==> config.mk <==
export PLATFORM = sky130hd
export DESIGN_NAME = seq_det_sched
export DESIGN_NICKNAME = d
export VERILOG_FILES = /design/src/rtl/seq_det_sched.sv
export SDC_FILE = /design/constraint.sdc
export NUM_CORES = 1
export LEC_CHECK = 0
export CAP_MARGIN = 20
export CORE_MARGIN = 8
export CORE_UTILIZATION = 30
export CTS_CLUSTER_SIZE = 24
export DETAILED_ROUTE_END_ITERATION = 8
export PLACE_DENSITY = 0.59
export SLEW_MARGIN = 10
export SYNTH_ARGS = -nofsm -noshare
export SYNTH_HDL_FRONTEND = slang
export SYNTH_SLANG_ARGS = --single-unit
==> constraint.sdc <==
create_clock -name clk -period 2.8 [get_ports clk]
set_input_delay 0.42 -clock clk [delete_from_list [all_inputs] [get_ports clk]]
set_output_delay 0.42 -clock clk [all_outputs]
set_load 0.05 [all_outputs]
==> src/rtl/seq_det_sched.sv <==
// ============================================================================
// seq_det_sched : round-robin scheduler serializing words into a shared detector
// Revision 1.0
// ============================================================================
`default_nettype none

module seq_det_sched #(
    parameter  int N       = 4,
    parameter  int W       = 8,
    parameter  int DET_LAT = 1,
    localparam int IW      = $clog2(N),
    localparam int CW      = $clog2(W+1)
) (
    input  logic             clk,
    input  logic             rst,
    input  logic [N-1:0]     req_valid,
    input  logic [N*W-1:0]   req_data,
    output logic [N-1:0]     req_ready,
    output logic             det_rst,
    output logic             det_din,
    input  logic             det_pd,
    output logic             res_valid,
    output logic [IW-1:0]    res_id,
    output logic [CW-1:0]    res_count,
    input  logic             res_ready
);

    localparam int PW = $clog2(W+DET_LAT+1);

    localparam logic [2:0] c_IDLE  = 3'd0;
    localparam logic [2:0] c_GRANT = 3'd1;
    localparam logic [2:0] c_SHIFT = 3'd2;
    localparam logic [2:0] c_DRAIN = 3'd3;
    localparam logic [2:0] c_DONE  = 3'd4;

    logic [2:0]    state_q, state_d;
    logic [W-1:0]  word_q, word_d;
    logic [IW-1:0] ptr_q, ptr_d;
    logic [IW-1:0] id_q, id_d;
    logic [CW-1:0] cnt_q, cnt_d;
    logic [PW-1:0] ph_q, ph_d;
    logic          det_rst_q, det_rst_d;
    logic          det_din_q, det_din_d;
    logic [IW-1:0] w_win;

    // First valid requester strictly after the last-granted index, wrapping.
    always_comb begin
        int            j;
        logic          found;
        logic [IW-1:0] jj;
        w_win = ptr_q;
        found = 1'b0;
        j     = 0;
        jj    = '0;
        for (int k = 1; k <= N; k++) begin
            j  = (int'(ptr_q) + k) % N;
            jj = IW'(j);
            if (!found && req_valid[jj]) begin
                found = 1'b1;
                w_win = jj;
            end
        end
    end

    always_comb begin
        state_d = state_q;
        word_d  = word_q;
        ptr_d   = ptr_q;
        id_d    = id_q;
        cnt_d   = cnt_q;
        ph_d    = ph_q;
        case (state_q)
            c_IDLE: begin
                if (|req_valid) begin
                    state_d = c_GRANT;
                    word_d  = req_data[int'(w_win)*W +: W];
                    id_d    = w_win;
                    ptr_d   = w_win;
                    cnt_d   = '0;
                end
            end
            c_GRANT: begin
                state_d = c_SHIFT;
                ph_d    = '0;
            end
            c_SHIFT, c_DRAIN: begin
                ph_d = ph_q + PW'(1);
                // Detector output lags the serial bit by DET_LAT, so the first
                // DET_LAT phases still reflect the freshly-reset detector.
                if (ph_q >= PW'(DET_LAT) && det_pd && cnt_q != CW'(W))
                    cnt_d = cnt_q + CW'(1);
                if (state_q == c_SHIFT && ph_q == PW'(W-1))
                    state_d = c_DRAIN;
                else if (state_q == c_DRAIN && ph_q == PW'(W+DET_LAT-1))
                    state_d = c_DONE;
            end
            c_DONE: begin
                if (res_ready)
                    state_d = c_IDLE;
            end
            default: state_d = c_IDLE;
        endcase

        // Serial outputs are registered, so they are derived from the next state.
        det_rst_d = !(state_d == c_SHIFT || state_d == c_DRAIN);
        det_din_d = 1'b0;
        if (state_d == c_SHIFT) begin
            det_din_d = word_q[W-1];
            word_d    = {word_q[W-2:0], 1'b0};
        end
    end

    always_ff @(posedge clk or posedge rst) begin
        if (rst) begin
            state_q   <= c_IDLE;
            word_q    <= '0;
            ptr_q     <= IW'(N-1);
            id_q      <= '0;
            cnt_q     <= '0;
            ph_q      <= '0;
            det_rst_q <= 1'b1;
            det_din_q <= 1'b0;
        end else begin
            state_q   <= state_d;
            word_q    <= word_d;
            ptr_q     <= ptr_d;
            id_q      <= id_d;
            cnt_q     <= cnt_d;
            ph_q      <= ph_d;
            det_rst_q <= det_rst_d;
            det_din_q <= det_din_d;
        end
    end

    always_comb begin
        req_ready = '0;
        for (int i = 0; i < N; i++)
            req_ready[i] = (state_q == c_GRANT) && (id_q == IW'(i));
    end

    assign det_rst   = det_rst_q;
    assign det_din   = det_din_q;
    assign res_valid = (state_q == c_DONE);
    assign res_id    = id_q;
    assign res_count = cnt_q;

endmodule

`default_nettype wire

After elaboration in Yosys (flattened, before gate mapping)

Index checks and enable logic that the tools add are counted.

Bits in registers: 25
Input bits: 40

Eq/ne operators: 14
Multiplexer cells: 28
Add/sub/neg operators: 6
Reductions and logical operators: 27
Order comparisons: 5
Shifts and indexed selects: 1

Operator list:

| kind                  | count |
|---|---|
| $shiftx A32 B6 Y8     | 1 |
| $mux W8               | 3 |
| $pmux W4 S2           | 2 |
| $eq A3 B2 Y1 const B  | 4 |
| $lt A2 B3 Y1 const B  | 4 |
| $mux W3               | 4 |
| $pmux W3 S4           | 1 |
| $logic_and A1 B1 Y1   | 11 |
| $add A4 B1 Y4 const B | 2 |
| $bmux W1 S2           | 4 |
| $mux W1               | 8 |
| $mux W2               | 4 |
| $mux W4               | 2 |
| $reduce_bool A2 Y1    | 4 |
| $add A2 B1 Y2 const B | 2 |
| $add A2 B2 Y2 const B | 2 |
| $eq A2 B2 Y1 const B  | 2 |
| $eq A4 B3 Y1 const B  | 1 |
| $eq A4 B4 Y1 const B  | 1 |
| $ge A4 B1 Y1 const B  | 1 |
| $logic_not A1 Y1      | 4 |
| $ne A2 B2 Y1 const B  | 2 |
| $ne A4 B4 Y1 const B  | 1 |
| $reduce_and A2 Y1     | 2 |
| other kinds (9)       | 9 |

Depth between registers and ports, before layout

Gate-level depths: netlist (run 1).

Depth after elaboration: 17
Gate-level depth with buffers: 7
Mapped depth without buffers: 7

Least setup slack after synthesis (run 1)

Ideal clock, no wire load.

Path type: register to output
Start: register id_q[1], in the netlist res_id[1]
End: output req_ready[0]
Required time: 2.380 ns
Stages on the path, launching flop included: 2
Data arrival time: 2.195 ns
Path slack: 0.185 ns
Path through: dfrtp_1 > nor4_1

Longest elaborated chain between the ends: 2

RTL lines:

| element                  | RTL line | RTL |
|---|---|---|
| start: declaration       | 39       | `logic [IW-1:0] id_q, id_d;` |
| start signal: assignment | 127      | `id_q <= id_d;` |
| $logic_not A2 Y1         | 138      | `req_ready[i] = (state_q == c_GRANT) && (id_q == IW'(i));` |
| $logic_and A1 B1 Y1      | 138      |  |
| end: declaration         | 18       | `output logic [N-1:0] req_ready,` |

Every way passes these cells.

Worst setup path after layout (run 1)

Start: register state_q[1]
End: output req_ready[3]

Longest elaborated chain between the ends: 2

RTL lines:

| element                  | RTL line | RTL |
|---|---|---|
| start: declaration       | 36       | `logic [2:0] state_q, state_d;` |
| start signal: assignment | 115      | `state_q <= c_IDLE;` |
| start signal: assignment | 124      | `state_q <= state_d;` |
| $eq A3 B1 Y1             | 138      |  |
| $logic_and A1 B1 Y1      | 138      |  |

Every way passes these cells.

==> impl_metrics.json, run 1 <==
{
  "antenna_cells": 0,
  "yosysUniqueCellTypes": 44,
  "firstDrtPassIters": 4,
  "slew_headroom_pct": 54.62,
  "layout_min_cycle_time_ps": 2570,
  "power.density_mw_per_mm2": 967.7,
  "synth_seq_area_share_pct": 39.14,
  "rsz0062_at_grt": "no",
  "grt_use_met1_pct": 13.64,
  "clkLatencyLatePin_ps": 270,
  "synth.area.top_cells": "dfrtp_1, mux2i_1, dfstp_2, ha_1, o221ai_1",
  "grt_busiest_layer": "met2",
  "rr_worst_depth": 5,
  "clock_sinks": 25,
  "finalWeightedCongestion": 0.8520,
  "drv_slew": 0,
  "setup_tns_ps": 0,
  "finalInstanceArea_mm2": 0.002250,
  "rows": 26,
  "p_leak_uw": 0.0009918,
  "maxCapViolations": 0,
  "netlist.area_leader.share_pct": 34.24,
  "path_class": "register to output pin",
  "ant_nets": 0,
  "dp_hpwl_um": 3328,
  "antenna_found_initial": 0,
  "hold_buffers": 0,
  "tightestPinTransition_ps": 680.7,
  "cts_buffer_depth": 2,
  "vias": 1406,
  "start_util_pct": 31.28,
  "routed_via_density": 4.832,
  "post_cts_resized": 0,
  "grt_util_all_layers_pct": 10.79,
  "cts-root-buf": "clkbuf_8",
  "max_stage_delay_ps": 800,
  "status": "completed",
  "vdd_drop_max_mv": 0.6106,
  "place_ws_ps": 391.8,
  "cp_top_family": "buffers and inverters",
  "wire_per_inst_um": 14.47,
  "fin_nets": 268,
  "synth.avg_cell_area_um2": 9.458,
  "stdcell_count": 291,
  "drc_errors": 0,
  "crit_chain": "inv_1 > nand2_1 > nor2_1 > and3_1 > clkdlybuf4s50_1",
  "met2_usage_pct": 17.85,
  "crit_fanout": 7,
  "crit_required_ps": 2380,
  "grt_max_degree": 26,
  "finalHoldViolCount": 0,
  "die_width_um": 89.21,
  "placed_cell_area_mm2": 0.002201,
  "die_area_mm2": 0.007958,
  "synthToLayoutAreaGrowth_pct": 39.92,
  "worstReg2RegStart": "state_q[1]",
  "fmax_ghz": 0.3891,
  "finalWirelength_um": 4212,
  "crit_path_start_kind": "register",
  "cts_setup_buffers": 0,
  "cts_tree": "done",
  "syn_nets": 216,
  "portBuffers": 52,
  "ctsHtreeMaxLevel": 1,
  "end_kind": "output pin",
  "grt_overflow": 0,
  "drive_gt1_share_pct": 9.050,
  "finClkSkew_ps": 4.314,
  "finalSetupViolCount": 0,
  "globalRouteMet3Util_pct": 2.114,
  "netlist_area_mm2": 0.001608,
  "synth_seq_cells": 25,
  "worstReg2RegEnd": "word_q[5]",
  "worst_hold_path_type": "primary input to asynchronous set/reset pin",
  "crit_buf_inv": 2,
  "grt_pass1_wl_um": 6734,
  "synth_top_area_cell": "dfrtp_1",
  "drtIter0Drc": 79,
  "cts_made_buffers": 3,
  "crit_slowest_cell": "clkdlybuf4s50_1",
  "first_global_vias": 1459,
  "pin_count": 53,
  "period_share_pct": 91.79,
  "r2r_slack_ps": 790,
  "ys_warn_count": 0,
  "synthCells": 170,
  "cp.arrival_ps": 2150,
  "clkTransAtPathRegs_ps": 90,
  "hold_slack_ps": 485.4,
  "finalWorstSetupSlack_ps": 230.0,
  "dp_cells": 287,
  "dieHeight_um": 89.21,
  "core-area_mm2": 0.005140
}
## kinds of logic after synthesis
group | share of synthesized area (%)
AOI/OAI and AO/OA | 14.94
DFF | 39.14
and+or+nand+nor | 19.14
xor gates and xnor gates | 1.090
buffers and inverters | 5.992
adders and majority gates | 4.669
muxes | 15.02
## flip-flops by register name (all words and copies together), names as in the netlist
register   cells
state_q        3
det_rst        1
ptr_q          2
res_count      4
det_din        1
res_id         2
word_q         8
ph_q           4
## worst reg2reg max path, cell delays in order (launching register included)
cell	delay, ps
dfrtp_1	450
or2_0	270
buf_4	170
nor3_2	370
nand2_1	360
o221ai_1	300
## worst max path at each step
stage	startpoint	endpoint	slack (ps)	depth (start not counted)
floorplan	res_id[1]	req_ready[0]	180	1
global placement	req_valid[1]	word_q[5]	430	5
detailed placement	req_valid[1]	word_q[5]	390	5
CTS	state_q[1]	req_ready[3]	210	5
global route	state_q[1]	req_ready[1]	70	6
finish	state_q[1]	req_ready[3]	230	5
## layer usage
| layer | vias up | wire length, µm | share of wire, % |
|---|---|---|---|
| li1 | 703 | - | - |
| met1 | 672 | 1907 | 45 |
| met2 | 27 | 2081 | 49 |
| met3 | 4 | 173 | 4.1 |
| met4 | 0 | 50 | 1.2 |
| met5 | - | 0 | 0 |
## placed cells by master (no fill, tap or decap), types with 2 or more instances in the layout
cell / n
o211ai_1: 2
mux2i_1: 23
inv_1: 14
dfrtp_1: 22
o221ai_1: 7
a211o_1: 2
nor4_1: 4
o21a_1: 2
clkbuf_8: 3
buf_4: 3
o21ai_0: 7
a21oi_1: 5
and3_1: 2
ha_1: 6
clkdlybuf4s50_1: 52
nor2b_1: 3
and2_2: 3
dfstp_2: 3
and2_1: 5
xor2_1: 2
nor2_1: 13
nand2_1: 15
nand3_1: 2
## Yosys cell counts
| cell | number |
|---|---|
| ha_1 | 6 |
| xor2_1 | 2 |
| a32o_1 | 1 |
| and2_0 | 1 |
| dfrtp_1 | 22 |
| o221ai_2 | 1 |
| and3_1 | 2 |
| buf_6 | 1 |
| o21ai_1 | 1 |
| o32ai_1 | 1 |
| a21oi_1 | 5 |
| nor4_1 | 4 |
| or2b_1 | 1 |
| nor4b_1 | 1 |
| nand2_1 | 15 |
| or2_1 | 1 |
| a21o_2 | 1 |
| buf_2 | 2 |
| nand3_1 | 2 |
| buf_4 | 1 |
| nand2b_1 | 1 |
| nor3_2 | 1 |
| clkbuf_1 | 4 |
| nor3_1 | 1 |
| mux2i_1 | 23 |
| and2_1 | 5 |
| and3b_1 | 1 |
| o211ai_1 | 2 |
| a21oi_2 | 1 |
| or3_4 | 1 |
| nand4_1 | 1 |
| o21a_1 | 2 |
| inv_1 | 14 |
| mux2_2 | 1 |
| nor2_1 | 13 |
| nor2b_1 | 3 |
| or2_0 | 1 |
| o22ai_1 | 1 |
| o221ai_1 | 7 |
| a211o_1 | 2 |
| a221oi_1 | 1 |
| o21ai_0 | 7 |
| dfstp_2 | 3 |
| and2_2 | 3 |
## stage by stage
| stage | utilization, % | total power [µW] |
|---|---|---|
| floorplan | - | 1599 |
| global placement | 42.82 | 1963 |
| detailed placement | 42.82 | 1977 |
| CTS | 43.77 | 2208 |
| global route | 43.77 | 2345 |
| finish | 43.77 | 2177 |
## power breakdown
group | total [µW] | internal (µW) | switching, µW
Combinational | 1240 | 536 | 702
Sequential | 716 | 539 | 177
Clock | 222 | 101 | 121
## cell type report
| class | count | area, µm² |
|---|---|---|
| fill | 571 | 2890 |
| multi-input combinational | 123 | 888.4 |
| sequential | 25 | 629.4 |
| timing repair buffer | 55 | 543.0 |
| tap | 70 | 87.58 |
| inverter | 14 | 52.55 |
| clock buffer | 3 | 41.29 |
| clock inverter | 1 | 7.507 |
(Power assumes the default switching activity.)
==> run 2, diff against run 1 <==
--- a/config.mk
+++ b/config.mk
@@ -11,6 +11,7 @@
 export CTS_CLUSTER_SIZE = 24
 export DETAILED_ROUTE_END_ITERATION = 8
 export PLACE_DENSITY = 0.59
+export RECOVER_POWER = 100
 export SLEW_MARGIN = 10
 export SYNTH_ARGS = -nofsm -noshare
 export SYNTH_HDL_FRONTEND = slang
==> run 2 against run 1 <==
Net effect: count of clock-buffer cells in the layout stayed put; highest routed layer unchanged; setup slack worse by 46 ps; critical path type unchanged; clock skew hardly changed; power is 1.9% lower.
==> impl_metrics.json, run 2 (synthesis gave the netlist of run 1 again) <==
{
  "p_leak_uw": 0.001001,
  "power.density_mw_per_mm2": 958.8,
  "cts_buffer_depth": 2,
  "maxCapViolations": 0,
  "crit_cells": 6,
  "tightestPinTransition_ps": 1320,
  "post_cts_resized": 0,
  "path_class": "register to output pin",
  "clkLatencyLatePin_ps": 270,
  "worstHoldStart": "word_q[7]",
  "setup_tns_ps": 0,
  "drtIter0Drc": 76,
  "crit_slowest_cell": "dlygate4sd3_1",
  "layout_common_cells": "clkdlybuf4s50_1, mux2i_1, dfrtp_1, nand2_1, inv_1",
  "end_kind": "output pin",
  "max_stage_delay_ps": 880,
  "cts_tree": "done",
  "portBuffers": 52,
  "drive_gt1_share_pct": 6.787,
  "hold_buffers": 0,
  "grt_overflow": 0,
  "layout_min_cycle_time_ps": 2616,
  "firstDrtPassIters": 4,
  "crit_buf_inv": 2,
  "worstReg2RegStart": "state_q[1]",
  "crit_end": "req_ready[2]",
  "start_util_pct": 31.28,
  "startpoint": "state_q[1]",
  "cts_made_buffers": 3,
  "grt_pass1_wl_um": 6734,
  "wire_per_inst_um": 14.41,
  "cts-root-buf": "clkbuf_8",
  "largest_register_ffs": 8,
  "period_share_pct": 93.43,
  "ctsHtreeMaxLevel": 1,
  "finalWeightedCongestion": 0.8520,
  "vias": 1400,
  "finalWirelength_um": 4192,
  "rsz0062_at_grt": "no",
  "crit_path_start_kind": "register",
  "core-area_mm2": 0.005140,
  "grt_util_all_layers_pct": 10.79,
  "regMostFlops": "word_q",
  "clock_sinks": 25,
  "worst_hold_path_type": "register to register",
  "rr_worst_depth": 5,
  "finClkSkew_ps": 4.037,
  "clkTransAtPathRegs_ps": 90,
  "status": "completed",
  "die_area_mm2": 0.007958,
  "cp.arrival_ps": 2200,
  "finalSetupViolCount": 0,
  "die_width_um": 89.21,
  "fin_nets": 268,
  "dieHeight_um": 89.21,
  "drv_slew": 0,
  "crit_required_ps": 2380,
  "grt_max_degree": 26,
  "fmax_ghz": 0.3823,
  "drc_errors": 0,
  "vdd_drop_max_mv": 0.5877,
  "synthToLayoutAreaGrowth_pct": 38.52,
  "hold_slack_ps": 488.5,
  "first_global_vias": 1459,
  "dp_cells": 287,
  "stdcell_count": 291,
  "worstReg2RegEnd": "word_q[5]",
  "dp_hpwl_um": 3328,
  "antenna_found_initial": 0,
  "crit_fanout": 7,
  "cp_top_family": "buffers and inverters",
  "finalPower_uw": 2135,
  "layout_commonest_cell": "clkdlybuf4s50_1",
  "finalHoldViolCount": 0,
  "cts_setup_buffers": 0,
  "slew_headroom_pct": 12.03,
  "r2r_slack_ps": 440,
  "routed_via_density": 4.811,
  "ant_nets": 0,
  "pin_count": 53,
  "fin_util_pct": 43.33,
  "crit_chain": "inv_1 > nand2_1 > nor2_1 > nand2_1 > nor2_1 > dlygate4sd3_1",
  "antenna_cells": 0,
  "rows": 26
}
run 2: cell types whose count changed in the layout (fill, tap and decap cells not counted), moves of 2 or more:
cell             change
clkdlybuf4s50_1     -13
dlygate4sd3_1       +13
buf_4                -2
clkbuf_1             +2
run 2: worst min-delay path by stage:
| stage | to | slack (ps) | cells after the start |
|---|---|---|---|
| after CTS | res_count[2] | 500 | 3 |
| after detailed placement | det_din | 470 | 1 |
| after global placement | det_din | 480 | 1 |
| after global routing | det_din | 510 | 1 |
| after floorplan | det_din | 450 | 1 |
| final | det_din | 490 | 1 |
run 2: worst reg2reg max path, delay by kind of cell (launching register included):
family                 cells  cell delay (ps)
and+or+nand+nor            3             1340
DFF                        1              460
buffers and inverters      1              160
AOI/OAI and AO/OA          1              310
run 2: where the power goes:
group	switching [µW]	internal, µW	leakage [µW]	total, µW
Combinational	692	507	0.000673	1200
Sequential	174	539	0.000306	714
Clock	121	101	0.0000217	222
Total	988	1150	0.00100	2140
run 2: layout make-up:
type	count	area, µm²
clock buffers	3	41.29
well taps	70	87.58
inverters	14	52.55
repair buffers	55	535.5
clock inverters	1	7.507
multi-input cells	123	873.3
flip-flops and latches	25	629.4
fillers	578	2913
run 2: layer usage:
metal	vias to the layer above	GRT usage, %	wire length, µm
met5	-	0	0
met1	666	13.64	1885
met4	0	3.625	50
met3	4	2.114	170
met2	29	17.85	2086
li1	701	-	-
run 2: through the flow:
stage	worst slack, ps	area [µm²]
6_report	184.0	2227
5_1_grt	67.46	2227
4_1_cts	212.3	2250
3_5_place_dp	391.8	2201
3_3_place_gp	433.5	2201
2_1_floorplan	184.6	1608
